==> src/rtl/vanilla_sb_clear_scheduler.sv <==
// vanilla_sb_clear_scheduler
// Moves scoreboard-clear / writeback requests from long-latency sources
// (remote loads, idiv, fdiv/fsqrt) onto the single int and single float
// regfile write ports. Each class has its own round-robin pointer. A
// starvation counter per class raises stall_force_o when the pipeline's own
// writebacks have held a class off for max_block_p consecutive cycles.
//
// Handshake (valid/yumi): a requester raises req_v_i and holds req_float_i,
// req_id_i and req_data_i stable until it sees req_yumi_o high in the same
// cycle. req_yumi_o is combinational from req_v_i, the block inputs and
// reset_i. It is never high for a requester whose valid is low, at most one
// requester per class sees it in a cycle, and every requester sees it low
// while reset_i is high. A yumi in cycle t produces the matching
// *_sb_clear_o pulse, id and data in cycle t+1.
//
// Class index 0 is the int port and class index 1 is the float port.
module vanilla_sb_clear_scheduler #(
  parameter int num_req_p        = 4,
  parameter int data_width_p     = 32,
  parameter int reg_addr_width_p = 5,
  parameter int max_block_p      = 4
) (
  input  logic                                  clk_i,
  input  logic                                  reset_i,
  input  logic [num_req_p-1:0]                  req_v_i,
  input  logic [num_req_p-1:0]                  req_float_i,
  input  logic [num_req_p*reg_addr_width_p-1:0] req_id_i,
  input  logic [num_req_p*data_width_p-1:0]     req_data_i,
  output logic [num_req_p-1:0]                  req_yumi_o,
  input  logic                                  int_block_i,
  input  logic                                  float_block_i,
  output logic                                  int_sb_clear_o,
  output logic [reg_addr_width_p-1:0]           int_sb_clear_id_o,
  output logic [data_width_p-1:0]               int_wb_data_o,
  output logic                                  float_sb_clear_o,
  output logic [reg_addr_width_p-1:0]           float_sb_clear_id_o,
  output logic [data_width_p-1:0]               float_wb_data_o,
  output logic                                  stall_force_o
);

  localparam int ptr_w_lp = (num_req_p > 1) ? $clog2(num_req_p) : 1;
  localparam int cnt_w_lp = $clog2(max_block_p + 1);
  localparam logic [ptr_w_lp-1:0] ptr_max_lp = ptr_w_lp'(num_req_p - 1);
  localparam logic [cnt_w_lp-1:0] cnt_max_lp = cnt_w_lp'(max_block_p);

  // Per-class combinational signals.
  logic [1:0]                       blk;
  logic [1:0][num_req_p-1:0]        elig;
  logic [1:0]                       grant;
  logic [1:0][ptr_w_lp-1:0]         pick;
  logic [1:0][reg_addr_width_p-1:0] sel_id;
  logic [1:0][data_width_p-1:0]     sel_data;
  logic [1:0][cnt_w_lp-1:0]         cnt_n;

  // Per-class state.
  logic [1:0][ptr_w_lp-1:0]         last_q;
  logic [1:0][cnt_w_lp-1:0]         cnt_q;
  logic [1:0]                       clear_q;
  logic [1:0][reg_addr_width_p-1:0] id_q;
  logic [1:0][data_width_p-1:0]     data_q;
  logic                             stall_q;

  assign blk[0] = int_block_i;
  assign blk[1] = float_block_i;

  // Round-robin search per class: scan from last_grant+1 around the ring
  // and take the first eligible requester. No grant while the port is
  // blocked or the block is in reset.
  always_comb begin : arb_comb
    logic [ptr_w_lp-1:0] idx;
    elig  = '0;
    grant = '0;
    pick  = '0;
    idx   = '0;
    for (int c = 0; c < 2; c++) begin
      elig[c] = req_v_i & ((c == 1) ? req_float_i : ~req_float_i);
      idx = (last_q[c] == ptr_max_lp) ? '0 : last_q[c] + 1'b1;
      for (int i = 0; i < num_req_p; i++) begin
        if (!grant[c] && !reset_i && !blk[c] && elig[c][idx]) begin
          grant[c] = 1'b1;
          pick[c]  = idx;
        end
        idx = (idx == ptr_max_lp) ? '0 : idx + 1'b1;
      end
    end
  end

  // Yumi back to the winners; the two classes never pick the same requester
  // because their eligibility masks are disjoint on req_float_i.
  always_comb begin
    req_yumi_o = '0;
    for (int c = 0; c < 2; c++) begin
      if (grant[c]) begin
        req_yumi_o[pick[c]] = 1'b1;
      end
    end
  end

  // Route the winning requester's id and data toward the output registers.
  always_comb begin
    sel_id   = '0;
    sel_data = '0;
    for (int c = 0; c < 2; c++) begin
      for (int i = 0; i < num_req_p; i++) begin
        if (pick[c] == ptr_w_lp'(i)) begin
          sel_id[c]   = req_id_i[i*reg_addr_width_p +: reg_addr_width_p];
          sel_data[c] = req_data_i[i*data_width_p +: data_width_p];
        end
      end
    end
  end

  // Starvation counters: count consecutive blocked cycles that have work
  // waiting, saturate at max_block_p, drop to zero on a grant or idle class.
  // While the pipeline keeps blocking past saturation the count holds.
  always_comb begin
    cnt_n = cnt_q;
    for (int c = 0; c < 2; c++) begin
      if (grant[c] || (elig[c] == '0)) begin
        cnt_n[c] = '0;
      end else if (blk[c] && (cnt_q[c] != cnt_max_lp)) begin
        cnt_n[c] = cnt_q[c] + 1'b1;
      end
    end
  end

  // Pointer, counter and output registers. Stall is derived from the next
  // counter values so it rises in the cycle right after the saturating
  // blocked cycle and falls in the cycle right after the releasing grant.
  always_ff @(posedge clk_i) begin
    if (reset_i) begin
      last_q  <= {2{ptr_max_lp}};
      cnt_q   <= '0;
      clear_q <= '0;
      id_q    <= '0;
      data_q  <= '0;
      stall_q <= 1'b0;
    end else begin
      for (int c = 0; c < 2; c++) begin
        clear_q[c] <= grant[c];
        if (grant[c]) begin
          last_q[c] <= pick[c];
          id_q[c]   <= sel_id[c];
          data_q[c] <= sel_data[c];
        end
      end
      cnt_q   <= cnt_n;
      stall_q <= (cnt_n[0] == cnt_max_lp) | (cnt_n[1] == cnt_max_lp);
    end
  end

  assign int_sb_clear_o      = clear_q[0];
  assign int_sb_clear_id_o   = id_q[0];
  assign int_wb_data_o       = data_q[0];
  assign float_sb_clear_o    = clear_q[1];
  assign float_sb_clear_id_o = id_q[1];
  assign float_wb_data_o     = data_q[1];
  assign stall_force_o       = stall_q;

endmodule

==> config.mk <==
export PLATFORM = sky130hd
export DESIGN_NAME = vanilla_sb_clear_scheduler
export DESIGN_NICKNAME = d
export VERILOG_FILES = /design/src/rtl/vanilla_sb_clear_scheduler.sv
export SDC_FILE = /design/constraint.sdc
export NUM_CORES = 1
export LEC_CHECK = 0
export ABC_AREA = 1
export BUFFER_PORTS_ARGS = -buffer_cell sky130_fd_sc_hd__buf_2
export CELL_PAD_IN_SITES_DETAIL_PLACEMENT = 1
export CELL_PAD_IN_SITES_GLOBAL_PLACEMENT = 2
export CORE_UTILIZATION = 26
export CTS_BUF_LIST = sky130_fd_sc_hd__clkbuf_8
export DETAILED_ROUTE_END_ITERATION = 12
export GPL_TIMING_DRIVEN = 1
export HOLD_SLACK_MARGIN = 0.15
export PLACE_DENSITY = 0.88
export SLEW_MARGIN = 30
export SYNTH_ARGS = -nofsm -noshare
export SYNTH_HDL_FRONTEND = slang
export SYNTH_SLANG_ARGS = --single-unit
==> constraint.sdc <==
create_clock -name clk_i -period 2.9 [get_ports clk_i]
set_input_delay 0.29 -clock clk_i [delete_from_list [all_inputs] [get_ports clk_i]]
set_output_delay 0.29 -clock clk_i [all_outputs]
set_load 0.1 [all_outputs]
Word level (Yosys, flattened, before mapping)
Cells that the tools add are included.
{ "word_totals": {"reg_bits": 87, "input_bits": 160, "elab_cells": 162} }
{ "classes": {"addsub": 10, "n_lt_le_gt_ge": 12, "n_eq_ne": 18, "n_mux": 66, "bitwise": 5, "reduce_logical": 41} }
{ "op_table": {"columns": ["cell", "n"], "rows": [
  ["$mux 32", 8],
  ["$mux 5", 8],
  ["$mux 2", 16],
  ["$lt 2x3->1 const B", 10],
  ["$logic_and 1x1->1", 26],
  ["$eq 2x2->1 const B", 12],
  ["$mux 1", 18],
  ["$add 2x1->2 const B", 8],
  ["$bmux 1 s2", 8],
  ["$mux 3", 4],
  ["$logic_not 1->1", 9],
  ["$and 4x4->4", 2],
  ["$logic_not 4->1", 2],
  ["$mux 4", 2],
  ["$add 3x1->3 const B", 2],
  ["$eq 3x3->1 const B", 2],
  ["$ne 3x3->1 const B", 2],
  ["$demux 1 s2", 2],
  ["$eq 2x1->1 const B", 2],
  ["$ge 2x1->1 const B", 2],
  ["$logic_not 2->1", 2],
  ["$not 4->4", 1],
  ["$or 4x4->4", 1],
  ["$logic_or 1x1->1", 2],
  ["$or 1x1->1", 1]
]} }

Depth between registers and ports, before layout
Gate-level depths: netlist of the first run.
{ "logic_depth": {"word_depth": 28, "mapped_depth": 20, "ltp_nobuf": 18} }

Least setup slack after synthesis of the first run
Ideal clock, no wire load.
{ "synth_timing": {"kind": "reg2out", "start": "reg last_q[2] (netlist name)", "end": "out req_yumi_o[0]", "arrival_ns": 3.959, "required_ns": 2.610, "setup_slack_ns": -1.349, "stages_incl_launch_ff": 14, "path_buffers": 1, "cell_sequence": "dfxtp_1 -> ha_1 -> inv_2 -> nand2_1 -> nand2_1 -> nand2_2 -> nand2_4 -> nor2_4 -> nand2_4 -> nor2_1 -> nor2_1 -> nand2_2 -> clkbuf_1 -> o31ai_1"} }
{ "synth_between": {"elab_chain_cells": 27, "word_cells_on_any_way": 48, "cone_classes": "4 x add/sub; 2 x order compare; 4 x eq/ne; 23 x mux; 1 x bitwise; 14 x reduce/logical"} }
{ "synth_lines": {"columns": ["element", "line", "text"], "rows": [
  ["from (decl)", "56", "logic [1:0][ptr_w_lp-1:0] last_q;"],
  ["from (signal assigned)", "132", "last_q <= {2{ptr_max_lp}};"],
  ["from (signal, indexed assignment)", "142", "last_q[c] <= pick[c];"],
  ["$add 2x1->2 or $eq 2x2->1 (tied branches)", "77", "idx = (last_q[c] == ptr_max_lp) ? '0 : last_q[c] + 1'b1;"],
  ["$mux 2 (*)", "77", null],
  ["branches (longest 24 deep; another with $lt 2x3->1)", null, null],
  ["$mux 4 (*)", "93", "if (grant[c]) begin"],
  ["to (decl)", "29", "output logic [num_req_p-1:0] req_yumi_o,"]
]} }
Mark *: on every way between the ends. The select of a mux whose other input is x is not followed.

Worst setup path after layout of the first run
{ "layout_timing": {"start": "reg last_q[2] (netlist name)", "end": "out req_yumi_o[1]"} }
Same word-level chain as after synthesis.

==> flow_summary.ini, run 1 <==
[logic_synthesis]
syn_avg_cell_area_um2 = 5.81
synth-adder-area-share_pct = 1.09
yosysSeqAreaShare_pct = 25.2
synth_nets = 1357
ys_warn_count = 0
muxShareOfSynthArea_pct = 0
synthesis.area_mm2 = 0.00692
synth_cell_types = 37
synth_seq_cells = 87
postSynthCellCount = 1191
synth_xor_area_share_pct = 0.380
synth_top_family_by_area = simple AND/OR/NAND/NOR gates
synthSimpleGateAreaFrac_pct = 52.1
synth-compound-area-share_pct = 6.01

[sta]
grt_setup_unrepaired = yes
fin_crit_ns = 2.88
finalClockSkew_ns = 0.0124
tightest_slew_ns = 0.680
relSlewSlack_pct = 54.5
setup_tns_ns = 0
finalHoldViolCount = 0
finalMaxSlewViolations = 0
min_period_over_period_pct = 99.4
max_freq_ghz = 0.347
finalSetupViolCount = 0

[worst_setup_path]
cpPeakStageDelay_ns = 0.37
timing.rr.start = last_q[2]
criticalPathCategory = reg -> out
end_kind = output port
worstPathCellList = ha_4 -> nor2_4 -> nand2_1 -> nand2_2 -> nand2_2 -> nand2_4 -> nor2_4 -> nand2_4 -> nand3_1 -> nand2_1 -> nand2_2 -> o22ai_4 -> buf_12
cp-start-kind = register
path_max_fanout = 8
crit_path_frequent_cell = nand2_2
slowest_stage = dfxtp_4
reg2reg_slack_ns = 0.12
arrival_ns = 2.59
crit_start = last_q[2]
reg2reg_to = float_wb_data_o[4]
r2r_cells = 17
cp_data_required_time_ns = 2.61

[clock_tree]
holdBufCountCts = 0
clkTransAtPathRegs_ns = 0.11
cts_tree = done
cts_made_buffers = 9
cts_buffer_depth = 2
root_buffer = clkbuf_8
htree_num_levels = 3
clock_sinks = 87
clk-insertion-delay-late_ns = 0.40

[finish]
fin_nets = 1583
final_cell_mix = 377 x nand2_1, 313 x nand3_1, 236 x buf_2, 133 x inv_1, 83 x dfxtp_1
syn_to_final_growth_pct = 33.7
drive_gt1_share_pct = 28.4
mostFrequentLayoutCell = nand2_1
final_util_pct = 35.5
design_area_mm2 = 0.00925

[hold_path]
worstHoldPathType = in -> reg
worstHoldStart = req_data_i[18]
whs_endpoint = int_wb_data_o[18]
hold_depth = 5

[drt]
met1Wirelength_mm = 14.0
dr_wl_met3_mm = 1.72
wl_met2_mm = 14.6
wl_per_cell_um = 17.7
firstDrtPassIters = 5
via_count = 8802
final_antenna_net_count = 0
drt-total-wl_mm = 31.1
highest_layer = met5
drt_iter0_drc = 465
drc_errors = 0
drt-vias-per-instance = 5.00

[global_routing]
grt_util_all_layers_pct = 22.3
grt-ovfl-total = 0
grt_pass1_wl_mm = 46.7
grt_max_degree = 70
antenna_found_initial = 3
first_global_vias = 8648

[floorplanning]
initial_core_util_pct = 26.5
core_area_mm2 = 0.0261
die_w_um = 165
dieHeight_um = 165
fp-row-count = 59
die_area_mm2 = 0.0273
ios = 241

[place]
gp_congestion = 0.845
dpl_cell_area_mm2 = 0.00849
port-buffer-count = 240
hpwl_mm = 21.3

[outcome]
status = finished, final reports clean

[power_and_ir_drop]
p_per_area_mw_per_mm2 = 1510
ir_worst_vdd_v = 0.000899
p_leak_nw = 5.19

[flow_run]
max_cap_violations = 0
[per-layer routing]
layer  global-route usage (%)  up-vias
met2                     38.1      249
li1                         -     4275
met5                        0        -
met4                     7.05        2
met1                     28.4     4231
met3                     3.65       45
[synthesized netlist by cell type (all sizes together)]
cell type,number,area share [%]
xor2,2,0.25
a22oi,1,0.11
o21ai,63,4.8
buf,68,6.8
o22ai,3,0.27
clkbuf,12,0.65
nand3b,16,1.7
nand4,8,0.94
nor3b,1,0.11
xnor2,1,0.13
o32ai,1,0.13
o211ai,1,0.11
nor4,1,0.091
nand2,423,24
o31ai,1,0.11
nor3,3,0.22
dfxtp,87,25
nand3,320,23
a31o,1,0.13
inv,144,7.8
ha,6,1.1
a21oi,3,0.38
nor2,25,2.0
[repair_timing]
action	in CTS	in global routing
gates cloned	2	0
resized for setup	22	47
endpoints found under the setup margin	4	22
setup buffers	7	18
pin swaps	7	33
endpoints found under the hold margin	0	0
[registers in the layout, summed over array words and instances (netlist names)]
signal and count:
float_wb_data_o 32, int_sb_clear_id_o 5, stall_force_o 1, clear_q 2, float_sb_clear_id_o 5, int_wb_data_o 32
cnt_q 6, last_q 4
[worst max-delay path, delay by kind of cell (launching register included)]
| kind | cells | cell delay, ns |
|---|---|---|
| AND/OR/NAND/NOR | 10 | 1.23 |
| flip-flops | 1 | 0.37 |
| AO/OA/AOI/OAI | 1 | 0.22 |
| buffers and inverters | 1 | 0.21 |
| adder cells (fa/ha/maj) | 1 | 0.17 |
[cell families (layout without fill, tap and decap cells)]
family                   after synthesis  after routing
AO/OA/AOI/OAI                         74             74
XOR/XNOR                               3              3
other                                  0              3
AND/OR/NAND/NOR                      797            798
buffers and inverters                224            454
adder cells (fa/ha/maj)                6              6
flip-flops                            87             87
[how the worst max path moves through the flow]
| stage | cells after the start | endpoint |
|---|---|---|
| 6_report | 13 | req_yumi_o[1] |
| 5_1_grt | 17 | float_wb_data_o[1] |
| 4_1_cts | 12 | req_yumi_o[1] |
| 3_5_place_dp | 13 | req_yumi_o[2] |
| 3_3_place_gp | 13 | req_yumi_o[2] |
| 2_1_floorplan | 14 | req_yumi_o[3] |
[final cells by class]
| type | instances | area [µm²] |
|---|---|---|
| diodes | 3 | 7.51 |
| clock buffers | 10 | 138 |
| clock inverters | 6 | 116 |
| fillers | 3525 | 16800 |
| inverters | 144 | 543 |
| multi-input cells | 881 | 4430 |
| flip-flops and latches | 87 | 1750 |
| well taps | 335 | 419 |
| repair buffers | 294 | 1850 |
[per-stage QoR]
stage / power, mW / instances / hold WS [ns] / setup WS, ns
2_1_floorplan: 9.53 / 1191 / 0.368 / -0.0719
6_report: 14.0 / 1760 / 0.220 / 0.0183
3_5_place_dp: 12.0 / 1714 / 0.434 / 0.115
5_1_grt: 15.0 / 1759 / 0.225 / -0.0742
4_1_cts: 13.5 / 1739 / 0.206 / 0.000692
3_3_place_gp: 11.8 / 1714 / 0.433 / 0.226
[report_power, final]
part / total, mW / leakage [nW] / switching, mW / internal (mW)
logic: 11.0 / 4.35 / 7.92 / 3.12
registers: 1.80 / 0.716 / 0.210 / 1.59
clock network: 1.16 / 0.127 / 0.558 / 0.603
total: 14.0 / 5.19 / 8.68 / 5.31
Note: power is estimated with default switching activity, not from simulation.
==> run 2, diff against run 1 <==
--- a/config.mk
+++ b/config.mk
@@ -15,7 +15,8 @@
 export GPL_TIMING_DRIVEN = 1
 export HOLD_SLACK_MARGIN = 0.15
 export PLACE_DENSITY = 0.88
-export SLEW_MARGIN = 30
+export SETUP_SLACK_MARGIN = 0.05
+export SLEW_MARGIN = 25
 export SYNTH_ARGS = -nofsm -noshare
 export SYNTH_HDL_FRONTEND = slang
 export SYNTH_SLANG_ARGS = --single-unit
==> constraint.sdc (replaced) <==
create_clock -name clk_i -period 2.9 [get_ports clk_i]
set_input_delay 0.58 -clock clk_i [delete_from_list [all_inputs] [get_ports clk_i]]
set_output_delay 0.58 -clock clk_i [all_outputs]
set_load 0.1 [all_outputs]
==> run 2 against run 1 <==
Register-to-register slack better by 0.04 ns. Routed wire length grew 1.3%. Critical path depth is the same. Cell count up 0.40%. Global-route usage is 0.084 points lower. Sequential share of layout area about the same. Final area shrank 0.16%. Flip-flop and latch count unchanged. Combinational power hardly changed. The flow now finishes with violations (negative setup slack). Clock-buffer cell count grew 1. Non-clock buffer count rose by 8. Setup slack got worse by 0.31 ns. Critical path type unchanged.
==> flow_summary.ini, run 2 (synthesis results as in run 1) <==
[global_routing]
antenna_found_initial = 4
busiest_layer = met2
first_global_vias = 8584
use_met3_pct = 4.15
grt-ovfl-total = 0
grt_util_all_layers_pct = 22.2
grt_pass1_wl_mm = 47.1
use_met2_pct = 37.3
grt_max_degree = 69
met1_usage_pct = 29.1

[sta]
min_period_over_period_pct = 110
max_freq_ghz = 0.314
grt_setup_unrepaired = yes
finalClockSkew_ns = 0.0164
tightest_slew_ns = 0.575
holdWs_ns = 0.455
finalHoldViolCount = 0
finalSetupViolCount = 4
layout_setup_ws_ns = -0.290
fin_crit_ns = 3.19
relSlewSlack_pct = 61.7
finalMaxSlewViolations = 0

[finish]
syn_to_final_growth_pct = 33.5
final_cell_mix = 384 x nand2_1, 313 x nand3_1, 236 x buf_2, 135 x inv_1, 84 x dfxtp_1
final_cells = 1767
fin_nets = 1590
final_util_pct = 35.4
mostFrequentLayoutCell = nand2_1
drive_gt1_share_pct = 28.1

[worst_setup_path]
end_kind = output port
cp_data_required_time_ns = 2.32
criticalPathCategory = reg -> out
cp-start-kind = register
arrival_ns = 2.61
path_max_fanout = 8

[drt]
via_count = 8765
wl_per_cell_um = 17.8
drc_errors = 0
final_antenna_net_count = 0
drt_iter0_drc = 465
drt-total-wl_mm = 31.5
drt-vias-per-instance = 4.96
firstDrtPassIters = 5

[clock_tree]
cts_buffer_depth = 2
clk-insertion-delay-late_ns = 0.39
clock_sinks = 87
holdBufCountCts = 0
clkTransAtPathRegs_ns = 0.10
root_buffer = clkbuf_8
cts_tree = done
cts_made_buffers = 9
htree_num_levels = 3

[place]
port-buffer-count = 240
gp_congestion = 0.814
preCtsSetupSlack_ns = 0.0730
dp_cells = 1718
hpwl_mm = 21.1

[outcome]
status = complete, but fails checks
violations = negative setup slack

[floorplanning]
initial_core_util_pct = 26.5
core_area_mm2 = 0.0261
die_w_um = 165
die_area_mm2 = 0.0273
fp-row-count = 59
ios = 241
dieHeight_um = 165

[power_and_ir_drop]
clockPowerShare_pct = 7.4
power.switching_mw = 8.67
seqPwrFrac_pct = 12.8
ir_worst_vdd_v = 0.000763
intPower_mw = 5.25
pwr-share-comb_pct = 79.7
p_per_area_mw_per_mm2 = 1510
p_leak_nw = 5.20
sw_frac_of_total_pct = 62.3

[hold_path]
worstHoldPathType = reg -> reg

[flow_run]
max_cap_violations = 0
==> run 2: changes by cell type in the layout (fill, tap and decap cells not counted), sizes merged <==
cell,change
buf,+8
clkbuf,+2
bufbuf,-1
bufinv,-1
clkinv,-1
inv,+1
nand2,-1
==> run 2: stage by stage <==
stage          total power [mW]  cell area, µm²  setup TNS, ns
6_report                   13.9            9230          -1.00
5_1_grt                    15.0            9230          -1.40
4_1_cts                    13.6            9030         -0.619
3_5_place_dp               12.2            8560              0
3_3_place_gp               12.0            8560              0
2_1_floorplan              9.79            7080        -0.0628
==> run 2: power groups by stage <==
| stage | registers [mW] | clock network, mW | logic [mW] |
|---|---|---|---|
| final | 1.78 | 1.03 | 11.1 |
| after global routing | 1.83 | 1.12 | 12.0 |
| after CTS | 1.79 | 1.08 | 10.7 |
| after detailed placement | 1.81 | 0 | 10.4 |
| after global placement | 1.80 | 0 | 10.2 |
| after floorplan | 3.92 | 0 | 5.87 |
==> run 2: what timing repair did <==
action	4_1_cts	5_1_grt
endpoints found under the setup margin	4	26
pin swaps	22	22
cloned	0	1
gates resized for setup	30	18
buffers inserted	16	13
==> run 2: final timing paths <==
check	end	start	cells past startpoint	slack, ns
hold / removal	float_wb_data_o[17]	float_wb_data_o[17]	2	0.46
setup / recovery	req_yumi_o[2]	last_q[2]	13	-0.29
hold reg to reg	float_wb_data_o[17]	float_wb_data_o[17]	2	0.46
setup reg to reg	float_wb_data_o[10]	last_q[2]	18	0.16
==> run 2: per-layer routing <==
layer | up-vias | part of all wire [%]
li1 | 4280 | -
met5 | - | 0.029
met1 | 4221 | 46
met2 | 230 | 47
met4 | 2 | 1.4
met3 | 32 | 5.6
==> run 2: area by class of cell <==
cell class	count	area [µm²]
fill	3486	16800
multi-input combinational	880	4400
timing repair buffer	302	1880
sequential	87	1750
inverter	144	548
tap	335	419
clock buffer	11	151
clock inverter	5	72.6
antenna	3	7.51
==> run 2: worst max-delay path: stages, from the launching register on <==
cell and delay [ns]:
dfxtp_4 0.38, ha_4 0.17, nor2_4 0.24, nand2_2 0.12, nand3_4 0.09, nand2_4 0.08, nor2_4 0.19, nand2_4 0.12
nand2_1 0.11, nand2_2 0.10, nand2_2 0.12, nand2_4 0.09, o22ai_4 0.21, buf_12 0.21
